$ cat config.mk
export PLATFORM = sky130hd
export DESIGN_NAME = seg7_mmio_ctrl
export DESIGN_NICKNAME = d
export VERILOG_FILES = /design/src/rtl/seg7_mmio_ctrl.sv
export SDC_FILE = /design/constraint.sdc
export NUM_CORES = 1
export LEC_CHECK = 0
export CORE_ASPECT_RATIO = 1.2
export CORE_MARGIN = 2
export CORE_UTILIZATION = 35
export DETAILED_ROUTE_END_ITERATION = 7
export RECOVER_POWER = 25
export SETUP_SLACK_MARGIN = 0.15
export SLEW_MARGIN = 20
export SYNTH_ARGS = -nofsm -noshare
export SYNTH_HDL_FRONTEND = slang
export SYNTH_SLANG_ARGS = --single-unit
$ cat constraint.sdc
create_clock -name i_clk -period 3.7 [get_ports i_clk]
set_input_delay 0.925 -clock i_clk [delete_from_list [all_inputs] [get_ports i_clk]]
set_output_delay 0.925 -clock i_clk [all_outputs]
set_load 0.005 [all_outputs]
$ cat src/rtl/seg7_mmio_ctrl.sv
// rtl/seg7_mmio_ctrl.sv - memory-mapped seven-segment display controller
//
// Window of 16 words at BASE_ADDR. Word offsets 0..N_DIGITS-1 are digit
// registers; offset 15 is CTRL {blink_mask[16+:N], read_raw[1], blink_en[0]}.
// Ports:
//   i_clk, i_rst_n       clock, asynchronous active-low reset
//   i_lsu_addr           byte address (bits [1:0] ignored)
//   i_st_data            store data
//   i_lsu_wren           store strobe
//   i_lsu_rden           load strobe
//   o_ld_data            load data, one cycle after a hitting load
//   o_ld_valid           load response pulse
//   o_hex_seg            static active-low segments, digit i at [7i+6:7i]
//   o_scan_seg           multiplexed active-low segments
//   o_scan_an            active-low one-hot digit enable for the scan path
module seg7_mmio_ctrl #(
    parameter int          N_DIGITS  = 8,
    parameter logic [31:0] BASE_ADDR = 32'h0000_7000,
    parameter int          SCAN_DIV  = 50000,
    parameter int          BLINK_DIV = 25000000
) (
    input  logic                    i_clk,
    input  logic                    i_rst_n,
    input  logic [31:0]             i_lsu_addr,
    input  logic [31:0]             i_st_data,
    input  logic                    i_lsu_wren,
    input  logic                    i_lsu_rden,
    output logic [31:0]             o_ld_data,
    output logic                    o_ld_valid,
    output logic [7*N_DIGITS-1:0]   o_hex_seg,
    output logic [6:0]              o_scan_seg,
    output logic [N_DIGITS-1:0]     o_scan_an
);

    localparam int IW = (N_DIGITS > 1) ? $clog2(N_DIGITS) : 1;
    localparam int SW = (SCAN_DIV > 1) ? $clog2(SCAN_DIV) : 1;
    localparam int BW = (BLINK_DIV > 1) ? $clog2(BLINK_DIV) : 1;

    localparam logic [IW-1:0]       IDX_LAST   = IW'(N_DIGITS - 1);
    localparam logic [SW-1:0]       SCAN_LAST  = SW'(SCAN_DIV - 1);
    localparam logic [BW-1:0]       BLINK_LAST = BW'(BLINK_DIV - 1);
    localparam logic [4:0]          N_DIG5     = 5'(N_DIGITS);
    localparam logic [N_DIGITS-1:0] AN_ONE     = N_DIGITS'(1);
    localparam logic [6:0]          BLANK      = 7'h7F;
    localparam logic [3:0]          CTRL_OFF   = 4'hF;

    function automatic logic [6:0] hex_enc(input logic [3:0] v);
        logic [6:0] s;
        case (v)
            4'h0: s = 7'h40;  4'h1: s = 7'h79;  4'h2: s = 7'h24;  4'h3: s = 7'h30;
            4'h4: s = 7'h19;  4'h5: s = 7'h12;  4'h6: s = 7'h02;  4'h7: s = 7'h78;
            4'h8: s = 7'h00;  4'h9: s = 7'h10;  4'hA: s = 7'h08;  4'hB: s = 7'h03;
            4'hC: s = 7'h46;  4'hD: s = 7'h21;  4'hE: s = 7'h06;  default: s = 7'h0E;
        endcase
        return s;
    endfunction

    // Reverse lookup: table patterns give their nibble, blank gives 0x10,
    // anything written raw that is not in the table reads as all ones.
    function automatic logic [31:0] hex_dec(input logic [6:0] s);
        logic [31:0] r;
        r = (s == BLANK) ? 32'h10 : 32'hFFFF_FFFF;
        for (int v = 0; v < 16; v++) begin
            if (s == hex_enc(4'(v))) r = 32'(v);
        end
        return r;
    endfunction

    logic [6:0]          seg [N_DIGITS];
    logic [6:0]          gseg [N_DIGITS];
    logic                blink_en;
    logic                read_raw;
    logic [N_DIGITS-1:0] blink_mask;
    logic [SW-1:0]       scan_cnt;
    logic [IW-1:0]       idx;
    logic [BW-1:0]       blink_cnt;
    logic                blink_phase;

    logic                hit;
    logic [3:0]          off;
    logic                dig_hit;
    logic                wr;
    logic                rd;
    logic [6:0]          st_pat;
    logic [6:0]          rd_seg;
    logic [31:0]         rd_data;
    logic [6:0]          scan_pick;
    logic                unused_bits;

    assign hit         = (i_lsu_addr[31:6] == BASE_ADDR[31:6]);
    assign off         = i_lsu_addr[5:2];
    assign dig_hit     = ({1'b0, off} < N_DIG5);
    assign wr          = i_lsu_wren & hit;
    assign rd          = i_lsu_rden & hit;
    assign st_pat      = i_st_data[7] ? i_st_data[6:0] : hex_enc(i_st_data[3:0]);
    assign unused_bits = ^{i_lsu_addr[1:0], i_st_data};

    // Register file read mux, evaluated on pre-write state so a same-cycle
    // load and store to one register returns the old value.
    always_comb begin
        rd_seg = BLANK;
        for (int i = 0; i < N_DIGITS; i++) begin
            if (off == 4'(i)) rd_seg = seg[i];
        end
    end

    always_comb begin
        rd_data = 32'h0;
        if (off == CTRL_OFF) begin
            rd_data[0]             = blink_en;
            rd_data[1]             = read_raw;
            rd_data[16+:N_DIGITS]  = blink_mask;
        end else if (dig_hit) begin
            rd_data = read_raw ? {25'b0, rd_seg} : hex_dec(rd_seg);
        end
    end

    // Blink gating shared by the static and scan paths.
    always_comb begin
        scan_pick = BLANK;
        for (int i = 0; i < N_DIGITS; i++) begin
            gseg[i] = (blink_en & blink_mask[i] & blink_phase) ? BLANK : seg[i];
            o_hex_seg[7*i+:7] = gseg[i];
            if (idx == IW'(i)) scan_pick = gseg[i];
        end
    end

    always_ff @(posedge i_clk or negedge i_rst_n) begin
        if (!i_rst_n) begin
            for (int i = 0; i < N_DIGITS; i++) seg[i] <= BLANK;
        end else if (wr) begin
            for (int i = 0; i < N_DIGITS; i++) begin
                if (off == 4'(i)) seg[i] <= st_pat;
            end
        end
    end

    always_ff @(posedge i_clk or negedge i_rst_n) begin
        if (!i_rst_n) begin
            blink_en   <= 1'b0;
            read_raw   <= 1'b0;
            blink_mask <= '0;
        end else if (wr && off == CTRL_OFF) begin
            blink_en   <= i_st_data[0];
            read_raw   <= i_st_data[1];
            blink_mask <= i_st_data[16+:N_DIGITS];
        end
    end

    always_ff @(posedge i_clk or negedge i_rst_n) begin
        if (!i_rst_n) begin
            o_ld_valid <= 1'b0;
            o_ld_data  <= 32'h0;
        end else begin
            o_ld_valid <= rd;
            o_ld_data  <= rd ? rd_data : 32'h0;
        end
    end

    // Blink timebase free-runs regardless of blink_en.
    always_ff @(posedge i_clk or negedge i_rst_n) begin
        if (!i_rst_n) begin
            blink_cnt   <= '0;
            blink_phase <= 1'b0;
        end else if (blink_cnt == BLINK_LAST) begin
            blink_cnt   <= '0;
            blink_phase <= ~blink_phase;
        end else begin
            blink_cnt   <= blink_cnt + 1'b1;
        end
    end

    always_ff @(posedge i_clk or negedge i_rst_n) begin
        if (!i_rst_n) begin
            scan_cnt <= '0;
            idx      <= '0;
        end else if (scan_cnt == SCAN_LAST) begin
            scan_cnt <= '0;
            idx      <= (idx == IDX_LAST) ? '0 : idx + 1'b1;
        end else begin
            scan_cnt <= scan_cnt + 1'b1;
        end
    end

    always_ff @(posedge i_clk or negedge i_rst_n) begin
        if (!i_rst_n) begin
            o_scan_an  <= '1;
            o_scan_seg <= BLANK;
        end else begin
            o_scan_an  <= ~(AN_ONE << idx);
            o_scan_seg <= scan_pick;
        end
    end

endmodule

==> results of run 1 <==
-- path summary, 6_finish.rpt --
check,start,end,slack (ns)
min in group asynchronous,i_rst_n,scan_cnt[9],0.71
max in group asynchronous,i_rst_n,blink_mask[3],0.69
min,blink_cnt[4],blink_cnt[4],0.48
max reg2reg,seg[24],o_ld_data[23],0.96
max,i_lsu_addr[4],o_ld_data[23],0.29
min reg2reg,blink_cnt[4],blink_cnt[4],0.48
-- registers in the layout (all words and copies together), names as in the netlist --
| register | cells |
|---|---|
| o_ld_data | 16 |
| blink_mask | 8 |
| idx | 3 |
| o_ld_valid | 1 |
| o_scan_seg | 7 |
| read_raw | 1 |
| blink_phase | 1 |
| blink_en | 1 |
| blink_cnt | 25 |
| seg | 56 |
| o_scan_an | 8 |
| scan_cnt | 16 |
-- worst reg2reg max path, stage by stage, from the launching register on --
cell	delay, ns
dfstp_2	0.54
nor2b_1	0.16
a2111oi_2	0.07
buf_4	0.14
a221oi_2	0.22
o22a_2	0.29
buf_4	0.16
a211oi_1	0.06
o21ai_1	0.22
o211ai_1	0.13
buf_4	0.18
o31ai_4	0.25
buf_6	0.16
o21a_1	0.13
-- synthesized netlist by cell type, drive strengths merged, types with 21 or more instances --
cell type,instances
or2,29
nor2,75
buf,30
inv,21
nand2,59
a21oi,39
dfrtp,72
dfstp,71
nand3,34
nand2b,41
mux2,69
-- logic make-up after synthesis --
| group | after synthesis | share of synthesized area (%) |
|---|---|---|
| xor+xnor | 35 | 3.75 |
| mux | 86 | 12.1 |
| simple gates | 328 | 20.8 |
| fa+ha+maj | 14 | 2.14 |
| buf+inv | 70 | 4.44 |
| compound gates | 141 | 12.0 |
| flops | 143 | 44.9 |
-- metrics by stage --
stage          hold slack, ns  std cells  power [W]  setup WS, ns
2_1_floorplan           0.438        817    0.00174         0.480
3_3_place_gp            0.459       1307    0.00193        -0.402
3_5_place_dp            0.468       1307    0.00193        -0.405
4_1_cts                 0.321       1340    0.00355         0.183
5_1_grt                 0.502       1352    0.00368         0.153
6_report                0.478       1352    0.00354         0.292
-- final cells by class --
class                      count  area (um^2)
tap                          315          394
clock buffer                  22          475
clock inverter                10         77.6
sequential                   143         3670
multi-input combinational    605         4240
inverter                      22         82.6
fill                        2224        11900
timing repair buffer         235         2180
-- cell usage in the layout (no fill, tap or decap), types with 5 or more instances in the layout --
cell / netlist / final
clkdlybuf4s50_1: 0 / 149
buf_4: 18 / 76
nor2_1: 75 / 75
dfrtp_1: 72 / 72
dfstp_2: 71 / 71
mux2_2: 68 / 68
nand2_1: 59 / 57
nand2b_1: 41 / 41
a21oi_1: 38 / 36
nand3_1: 34 / 34
or2_2: 28 / 28
inv_1: 20 / 20
clkbuf_16: 0 / 19
xor2_1: 18 / 18
nor2b_1: 19 / 18
xnor2_1: 17 / 17
o21ai_0: 14 / 14
mux2i_1: 14 / 14
ha_1: 14 / 14
nor3_1: 13 / 13
and3_1: 12 / 12
o211ai_1: 11 / 11
nor4_1: 11 / 10
o22ai_1: 10 / 10
o21a_1: 10 / 10
a31oi_1: 10 / 10
and2_1: 9 / 8
nand4_1: 7 / 7
or3_1: 5 / 5
a211o_1: 5 / 5
-- metal layers --
metal / vias to the layer above / wire [um]
met4: 0 / 377
met2: 166 / 12600
met1: 3377 / 10000
met3: 24 / 1070
li1: 3303 / -
met5: - / 0
-- power by group through the flow --
stage / Sequential [W] / Clock, W / Combinational, W
after floorplan: 0.00159 / 0 / 0.000142
after global placement: 0.00159 / 0 / 0.000332
after detailed placement: 0.00159 / 0 / 0.000333
after CTS: 0.00157 / 0.00164 / 0.000338
after global routing: 0.00157 / 0.00172 / 0.000391
final: 0.00157 / 0.00161 / 0.000358
-- timing repair --
item,4_1_cts,5_1_grt
pin swaps,1,5
buffers inserted,1,10
setup endpoints to repair,12,16
resized for setup,7,17
endpoints found under the hold margin,0,0
gates cloned,0,2
==> impl_metrics.toml, run 1 <==
[placement]
hpwl_um = 18100
port-buffer-count = 153
finalWeightedCongestion = 0.847
place_area_um2 = 10400

[grt]
grt_max_degree = 79
grt.total_usage_pct = 19.8
grt_pass1_wl_um = 37000
grt_use_met2_pct = 36.0
grtUsageMet1_pct = 23.7
grt_antenna_before_repair = 0
grt_pass1_vias = 6845
met3_usage_pct = 3.70
top_usage_layer = "met2"
gr-total-overflow = 0

[synthesis]
seq_area_frac_synth_pct = 44.9
ys_types = 72
syn_area_um2 = 8170
synthCells = 817
ys_ff_latch = 143
synth_largest_area_cell = "dfstp_2"
synth_area_leaders = "dfstp_2 23%, dfrtp_1 22%, mux2_2 9.4%, nor2_1 3.4%, nand2b_1 3.1%"
synth_flop_cell = "dfrtp_1"
synth_fp_nets = 899
ys_async_sr_fraction_pct = 100
synth-edff-count = 0
synth.avg_cell_area_um2 = 10.0
synth_top_area_share_pct = 22.8
ys_warn_count = 0

[critical_path]
required_ns = 4.07
crit_chain = "dlygate4sd2_1 > buf_4 > buf_4 > or3b_1 > a211oi_2 > a221o_1 > a21oi_4 > nor4b_2 > o21ai_1 > o211ai_1 > buf_4 > o31ai_4 > buf_6 > o21a_1"
startpoint_type = "input port"
worst_setup_path_end_kind = "flip-flop"
worst-path-buf-inv = 5
max_stage_delay_ns = 0.39
cp_num_cells = 14
crit_type = "input port to flip-flop"
crit_slowest_cell = "or3b_1"
crit_family = "compound AO/OA/AOI/OAI gates"
crit_path_max_fanout = 8
worstRegToRegCells = 13
arrival_ns = 3.77
crit_top_cell = "buf_4"

[sta]
finalMaxSlewViolations = 79
fin_tns_setup_ns = 0
setup_viol = 0
finClkSkew_ns = 0.00948
maxSlewHeadroom_pct = -12.1
rsz0062_at_grt = "no"
fmax_ghz = 0.293
finalCriticalPeriod_ns = 3.41
fin_crit_sh_pct = 92.1
worst_slew_pin_slew_ns = 1.68
hold_viol = 0

[power]
powerDensity_nw_per_um2 = 318
power.internal_w = 0.00266
leakagePower_nw = 4.92
switchingPower_w = 0.000877
p_clk_share_pct = 45.6
p_comb_share_pct = 10.1
sw_frac_of_total_pct = 24.8
vdd_drop_max_v = 0.000320
power_frac_seq_pct = 44.3

[routing]
drtAntennaViolNets = 0
drtIter0Drc = 379
vias = 6870
viasPerCell = 5.08
remaining_drc_errors = 0
wirelength_um = 24100
first_pass_iters = 7
wl_per_cell_um = 17.8

[clock_network]
cts_hold_buf = 0
cts_made_buffers = 17
cts-root-buf = "clkbuf_16"
insertion_delay_ns = 0.43
numClockSinks = 143
tritoncts = "yes"
cts.clk_slew.worst_paths_ns = 0.06
cts_buffer_depth = 2
htreeDepth = 4

[cells_and_area]
final_nets = 1106
finalCoreUtilization_pct = 48.2
drive_gt1_share_pct = 29.8
fin_area_um2 = 11100
areaGrowthSynthToFinish_pct = 36.1
diodes = 0

[worst_hold_path]
hold_path_depth = 1
min_path_type = "flip-flop to flip-flop"

[floorplan]
core.rowCount = 61
core_area_um2 = 23000
ios = 172
fp.dieH_um = 171
dieArea_um2 = 24600
initial_core_util_pct = 35.4
dieWidth_um = 143

[outcome]
outcome = "complete, but fails checks"
violations = "capacitance limit, slew limit"

[job]
max-cap-violations = 1
Note: power is estimated with default switching activity, not from simulation.
==> inputs of run 2 (changes only) <==
- CAP_MARGIN: not set -> 25
- CORE_MARGIN: 2 -> not set
- CORE_UTILIZATION: 35 -> 52
- PLACE_DENSITY: not set -> 0.81
==> run 2 against run 1 <==
The flow still finishes with violations (capacitance limit, slew limit); routed wire length is 3.7% lower; global-route usage up 9.9 points; worst hold slack got worse by 0.0058 ns; sequential share of layout area up 0.71 points; highest routed layer unchanged; total power increased by 1.6%; sequential power barely moved; largest power group unchanged; final cell count down 8.7%.
==> impl_metrics.toml, run 2 (synthesis results as in run 1) <==
[placement]
hpwl_um = 17300
finalWeightedCongestion = 0.906
place_area_um2 = 10200
port-buffer-count = 153
post-place-cells = 1192

[grt]
grt_antenna_before_repair = 0
grt.total_usage_pct = 29.7
grt_pass1_wl_um = 36400
grt_pass1_vias = 7059
gr-total-overflow = 0
grt_max_degree = 86

[worst_hold_path]
min_path_type = "flip-flop to flip-flop"
hold_end = "blink_cnt[4]"
hold_path_depth = 1
worstHoldStart = "blink_cnt[4]"

[power]
powerDensity_nw_per_um2 = 330
leakagePower_nw = 4.89
vdd_drop_max_v = 0.000290
power_w = 0.00359

[floorplan]
initial_core_util_pct = 54.0
fp.dieH_um = 139
dieWidth_um = 116
dieArea_um2 = 16200
ios = 172
core.rowCount = 49
core_area_um2 = 15100

[critical_path]
max_stage_delay_ns = 0.50
arrival_ns = 3.71
rr_startpoint = "seg[38]"
crit_family = "buffers and inverters"
crit_top_cell = "buf_4"
regToRegSetupSlack_ns = 1.06
required_ns = 4.02
reg2reg_to = "o_ld_data[16]"
worst-path-buf-inv = 6
crit_type = "input port to flip-flop"
worst_setup_path_end_kind = "flip-flop"
crit_chain = "clkdlybuf4s50_1 > buf_6 > mux4_2 > nor2b_1 > a211o_1 > buf_4 > buf_4 > a211oi_1 > o21ai_1 > o211ai_1 > buf_4 > o31ai_4 > buf_4 > o21a_1"
startpoint_type = "input port"
crit_start = "i_lsu_addr[2]"
worstRegToRegCells = 12
crit_path_max_fanout = 8
crit_slowest_cell = "mux4_2"

[cells_and_area]
register_area_um2 = 3670
top_register = "seg"
fin_area_um2 = 10900
final_cell_mix = "152 x clkdlybuf4s50_1, 75 x nor2_1, 72 x dfrtp_1, 71 x dfstp_2, 70 x buf_4"
largest_reg_flops = 56
fill_cells = 1111
top_regs = "seg x56, blink_cnt x25"
diodes = 0
areaGrowthSynthToFinish_pct = 33.2
instances_no_fill = 1234
mostFrequentLayoutCell = "clkdlybuf4s50_1"
multiInputGateArea_um2 = 4190
final_nets = 1099
drive_gt1_share_pct = 28.6

[routing]
viasPerCell = 5.72
remaining_drc_errors = 0
wirelength_um = 23200
drtAntennaViolNets = 0
first_pass_iters = 5
vias = 7059
drtIter0Drc = 471
wl_per_cell_um = 18.8

[sta]
setup_viol = 0
whs_ns = 0.472
fin_crit_sh_pct = 91.6
fmax_ghz = 0.295
finalMaxSlewViolations = 86
worst_slew_pin_slew_ns = 2.07
hold_viol = 0
finClkSkew_ns = 0.00705
rsz0062_at_grt = "no"
finalCriticalPeriod_ns = 3.39
fin_tns_setup_ns = 0
maxSlewHeadroom_pct = -38.2

[clock_network]
cts_made_buffers = 17
tritoncts = "yes"
cts_buffer_depth = 2
htreeDepth = 4
insertion_delay_ns = 0.43
numClockSinks = 143
cts.clk_slew.worst_paths_ns = 0.06
cts-root-buf = "clkbuf_16"

[outcome]
violations = "capacitance limit, slew limit"
outcome = "complete, but fails checks"

[job]
max-cap-violations = 1
## run 2: cell count changes in the layout (fill, tap and decap cells not counted), moves of 2 or more
| cell | before | now |
|---|---|---|
| dlymetal6s2s_1 | 2 | 0 |
| buf_4 | 76 | 70 |
| a21oi_2 | 3 | 0 |
| clkbuf_16 | 19 | 17 |
| a21oi_1 | 36 | 38 |
| clkdlybuf4s50_1 | 149 | 152 |
| bufinv_16 | 0 | 2 |
| clkbuf_2 | 0 | 2 |
## run 2: what timing repair did
action                                 in CTS  in global routing
buffers inserted                            2                  8
hold buffers                                0                  0
pin swaps                                   2                  4
resized for setup                           0                 12
setup endpoints to repair                   2                 13
cloned                                      0                  0
endpoints found under the hold margin       0                  0
## run 2: cell type report
class | instances | share of cell area, %
multi-input cells | 604 | 38.5
flip-flops and latches | 143 | 33.7
repair buffers | 229 | 19.4
clock buffers | 20 | 4.01
well taps | 204 | 2.35
clock inverters | 12 | 1.24
inverters | 22 | 0.759
## run 2: where the power goes
| part | switching (W) | total [W] | internal, W |
|---|---|---|---|
| Sequential | 0.0000000000203 | 0.00157 | 0.00157 |
| Combinational | 0.000180 | 0.000343 | 0.000163 |
| Clock | 0.000685 | 0.00168 | 0.000998 |
## run 2: metal layers
metal | share of wire, % | track usage [%]
met5 | 0 | 0
met1 | 39 | 34.3
met2 | 51 | 52.2
met4 | 4.4 | 15.7
met3 | 5.2 | 4.53
## run 2: worst max-delay path by stage
| stage | to | slack, ns | cells after the start |
|---|---|---|---|
| global route | o_ld_data[20] | 0.16 | 13 |
| CTS | o_ld_data[16] | 0.22 | 14 |
| detailed placement | o_ld_data[16] | -0.28 | 11 |
| global placement | o_ld_data[16] | -0.27 | 11 |
| finish | o_ld_data[16] | 0.31 | 14 |
| floorplan | o_ld_data[16] | 0.48 | 11 |
## run 2: metrics by stage
stage                     setup WS, ns  utilization, %
after detailed placement        -0.278            67.4
after global routing             0.155            71.9
after CTS                        0.216            71.3
final                            0.310            71.9
after global placement          -0.270            67.4
after floorplan                  0.480               -
==> inputs of run 3 (changes only) <==
- SETUP_SLACK_MARGIN: 0.15 -> not set
==> run 3 against run 2 <==
The flow still finishes with violations (capacitance limit, slew limit); clock-buffer cell count unchanged; sequential cell count unchanged; largest cell class unchanged; global-route usage about the same; highest routed layer unchanged; critical path depth down 2; die area unchanged; maximum frequency down 3.6%; clock skew down 0.00095 ns; non-clock buffer count down 8; sequential share of layout area up 0.30 points.
==> impl_metrics.toml, run 3 (synthesis results as in run 1) <==
[routing]
drtIter0Drc = 495
first_pass_iters = 5
viasPerCell = 5.71
drtAntennaViolNets = 0
remaining_drc_errors = 0
wl_per_cell_um = 18.8
wirelength_um = 23000
vias = 6995

[job]
max-cap-violations = 1

[cells_and_area]
largest_reg_flops = 56
top_register = "seg"
diodes = 0
fill_cells = 1123
areaGrowthSynthToFinish_pct = 32.0
final_nets = 1091
top_regs = "seg x56, blink_cnt x25"
drive_gt1_share_pct = 27.5
final_cell_mix = "152 x clkdlybuf4s50_1, 75 x nor2_1, 72 x dfrtp_1, 71 x dfstp_2, 68 x mux2_2"
mostFrequentLayoutCell = "clkdlybuf4s50_1"
finalCoreUtilization_pct = 71.2

[clock_network]
cts_made_buffers = 17
numClockSinks = 143
cts-root-buf = "clkbuf_16"
htreeDepth = 4
insertion_delay_ns = 0.43
cts.clk_slew.worst_paths_ns = 0.06
tritoncts = "yes"
cts_buffer_depth = 2
cts_hold_buf = 0

[floorplan]
core.rowCount = 49
dieWidth_um = 116
fp.dieH_um = 139
dieArea_um2 = 16200
initial_core_util_pct = 54.0
core_area_um2 = 15100
ios = 172

[placement]
port-buffer-count = 153
finalWeightedCongestion = 0.906
hpwl_um = 17300

[grt]
grt_antenna_before_repair = 0
gr-total-overflow = 0
grt.total_usage_pct = 29.7
grt_max_degree = 86
grt_pass1_wl_um = 36300
grt_pass1_vias = 7040

[power]
leakagePower_nw = 4.84
vdd_drop_max_v = 0.000289
powerDensity_nw_per_um2 = 332

[sta]
fin_tns_setup_ns = 0
finalMaxSlewViolations = 86
fmax_ghz = 0.285
maxSlewHeadroom_pct = -38.5
worst_slew_pin_slew_ns = 2.08
fin_crit_sh_pct = 95.0
finalCriticalPeriod_ns = 3.51
finClkSkew_ns = 0.00611
setup_viol = 0
rsz0062_at_grt = "no"
hold_viol = 0

[critical_path]
crit_path_max_fanout = 10
crit_start = "i_lsu_addr[3]"
regToRegSetupSlack_ns = 0.91
worst_setup_path_end_kind = "flip-flop"
reg2reg_to = "o_ld_data[16]"
required_ns = 4.07
startpoint_type = "input port"
worstRegToRegCells = 11
arrival_ns = 3.88
rr_startpoint = "seg[24]"
crit_type = "input port to flip-flop"
cp-endpoint = "o_ld_data[16]"

[outcome]
outcome = "complete, but fails checks"
violations = "capacitance limit, slew limit"

[worst_hold_path]
min_path_type = "flip-flop to flip-flop"
-- run 3: critical path, stage by stage --
cell	delay, ns
clkdlybuf4s50_1	0.47
buf_4	0.20
buf_4	0.21
mux4_2	0.31
nor2b_1	0.18
a211o_1	0.31
buf_4	0.15
xnor2_1	0.12
a2bb2oi_1	0.17
o211ai_1	0.21
o31ai_4	0.45
o21a_1	0.18
-- run 3: what timing repair did --
item,4_1_cts,5_1_grt
endpoints found under the setup margin,0,12
hold endpoints to repair,0,0
buffers inserted,0,2
gates resized for setup,0,3
-- run 3: final cells by class --
cell class	instances	area, um^2	share of cell area [%]
multi-input cells	604	4170	38.6
repair buffers	221	2040	19.0
flip-flops and latches	143	3670	34.0
clock buffers	20	437	4.05
clock inverters	12	135	1.25
inverters	22	82.6	0.766
well taps	204	255	2.37
-- run 3: where the power goes --
| part | total, W | internal [W] | switching (W) |
|---|---|---|---|
| clock network | 0.00168 | 0.000998 | 0.000682 |
| registers | 0.00157 | 0.00157 | 0.0000000000202 |
| logic | 0.000328 | 0.000153 | 0.000176 |
-- run 3: how the worst min path moves through the flow --
stage	start	to	slack, ns	cells after the start
2_1_floorplan	blink_cnt[4]	blink_cnt[4]	0.44	1
3_3_place_gp	blink_cnt[4]	blink_cnt[4]	0.46	1
3_5_place_dp	blink_cnt[4]	blink_cnt[4]	0.46	1
4_1_cts	blink_cnt[4]	blink_cnt[4]	0.47	1
5_1_grt	blink_cnt[4]	blink_cnt[4]	0.48	1
6_report	blink_cnt[4]	blink_cnt[4]	0.47	1
-- run 3: metal layers --
layer,wire length [um],up-vias,GRT usage [%]
li1,-,3263,-
met1,9110,3435,34.3
met2,11800,234,52.0
met3,1110,63,4.53
met4,1000,0,15.7
met5,0,-,0
-- run 3: per-stage QoR --
stage	cell area (um^2)	total power (W)	hold WS [ns]	setup slack, ns	instances
floorplan	8170	0.00174	0.438	0.480	817
global placement	10200	0.00192	0.457	-0.270	1191
detailed placement	10200	0.00192	0.459	-0.278	1192
CTS	10800	0.00359	0.472	0.145	1224
global route	10800	0.00368	0.478	0.0213	1226
finish	10800	0.00358	0.472	0.185	1226
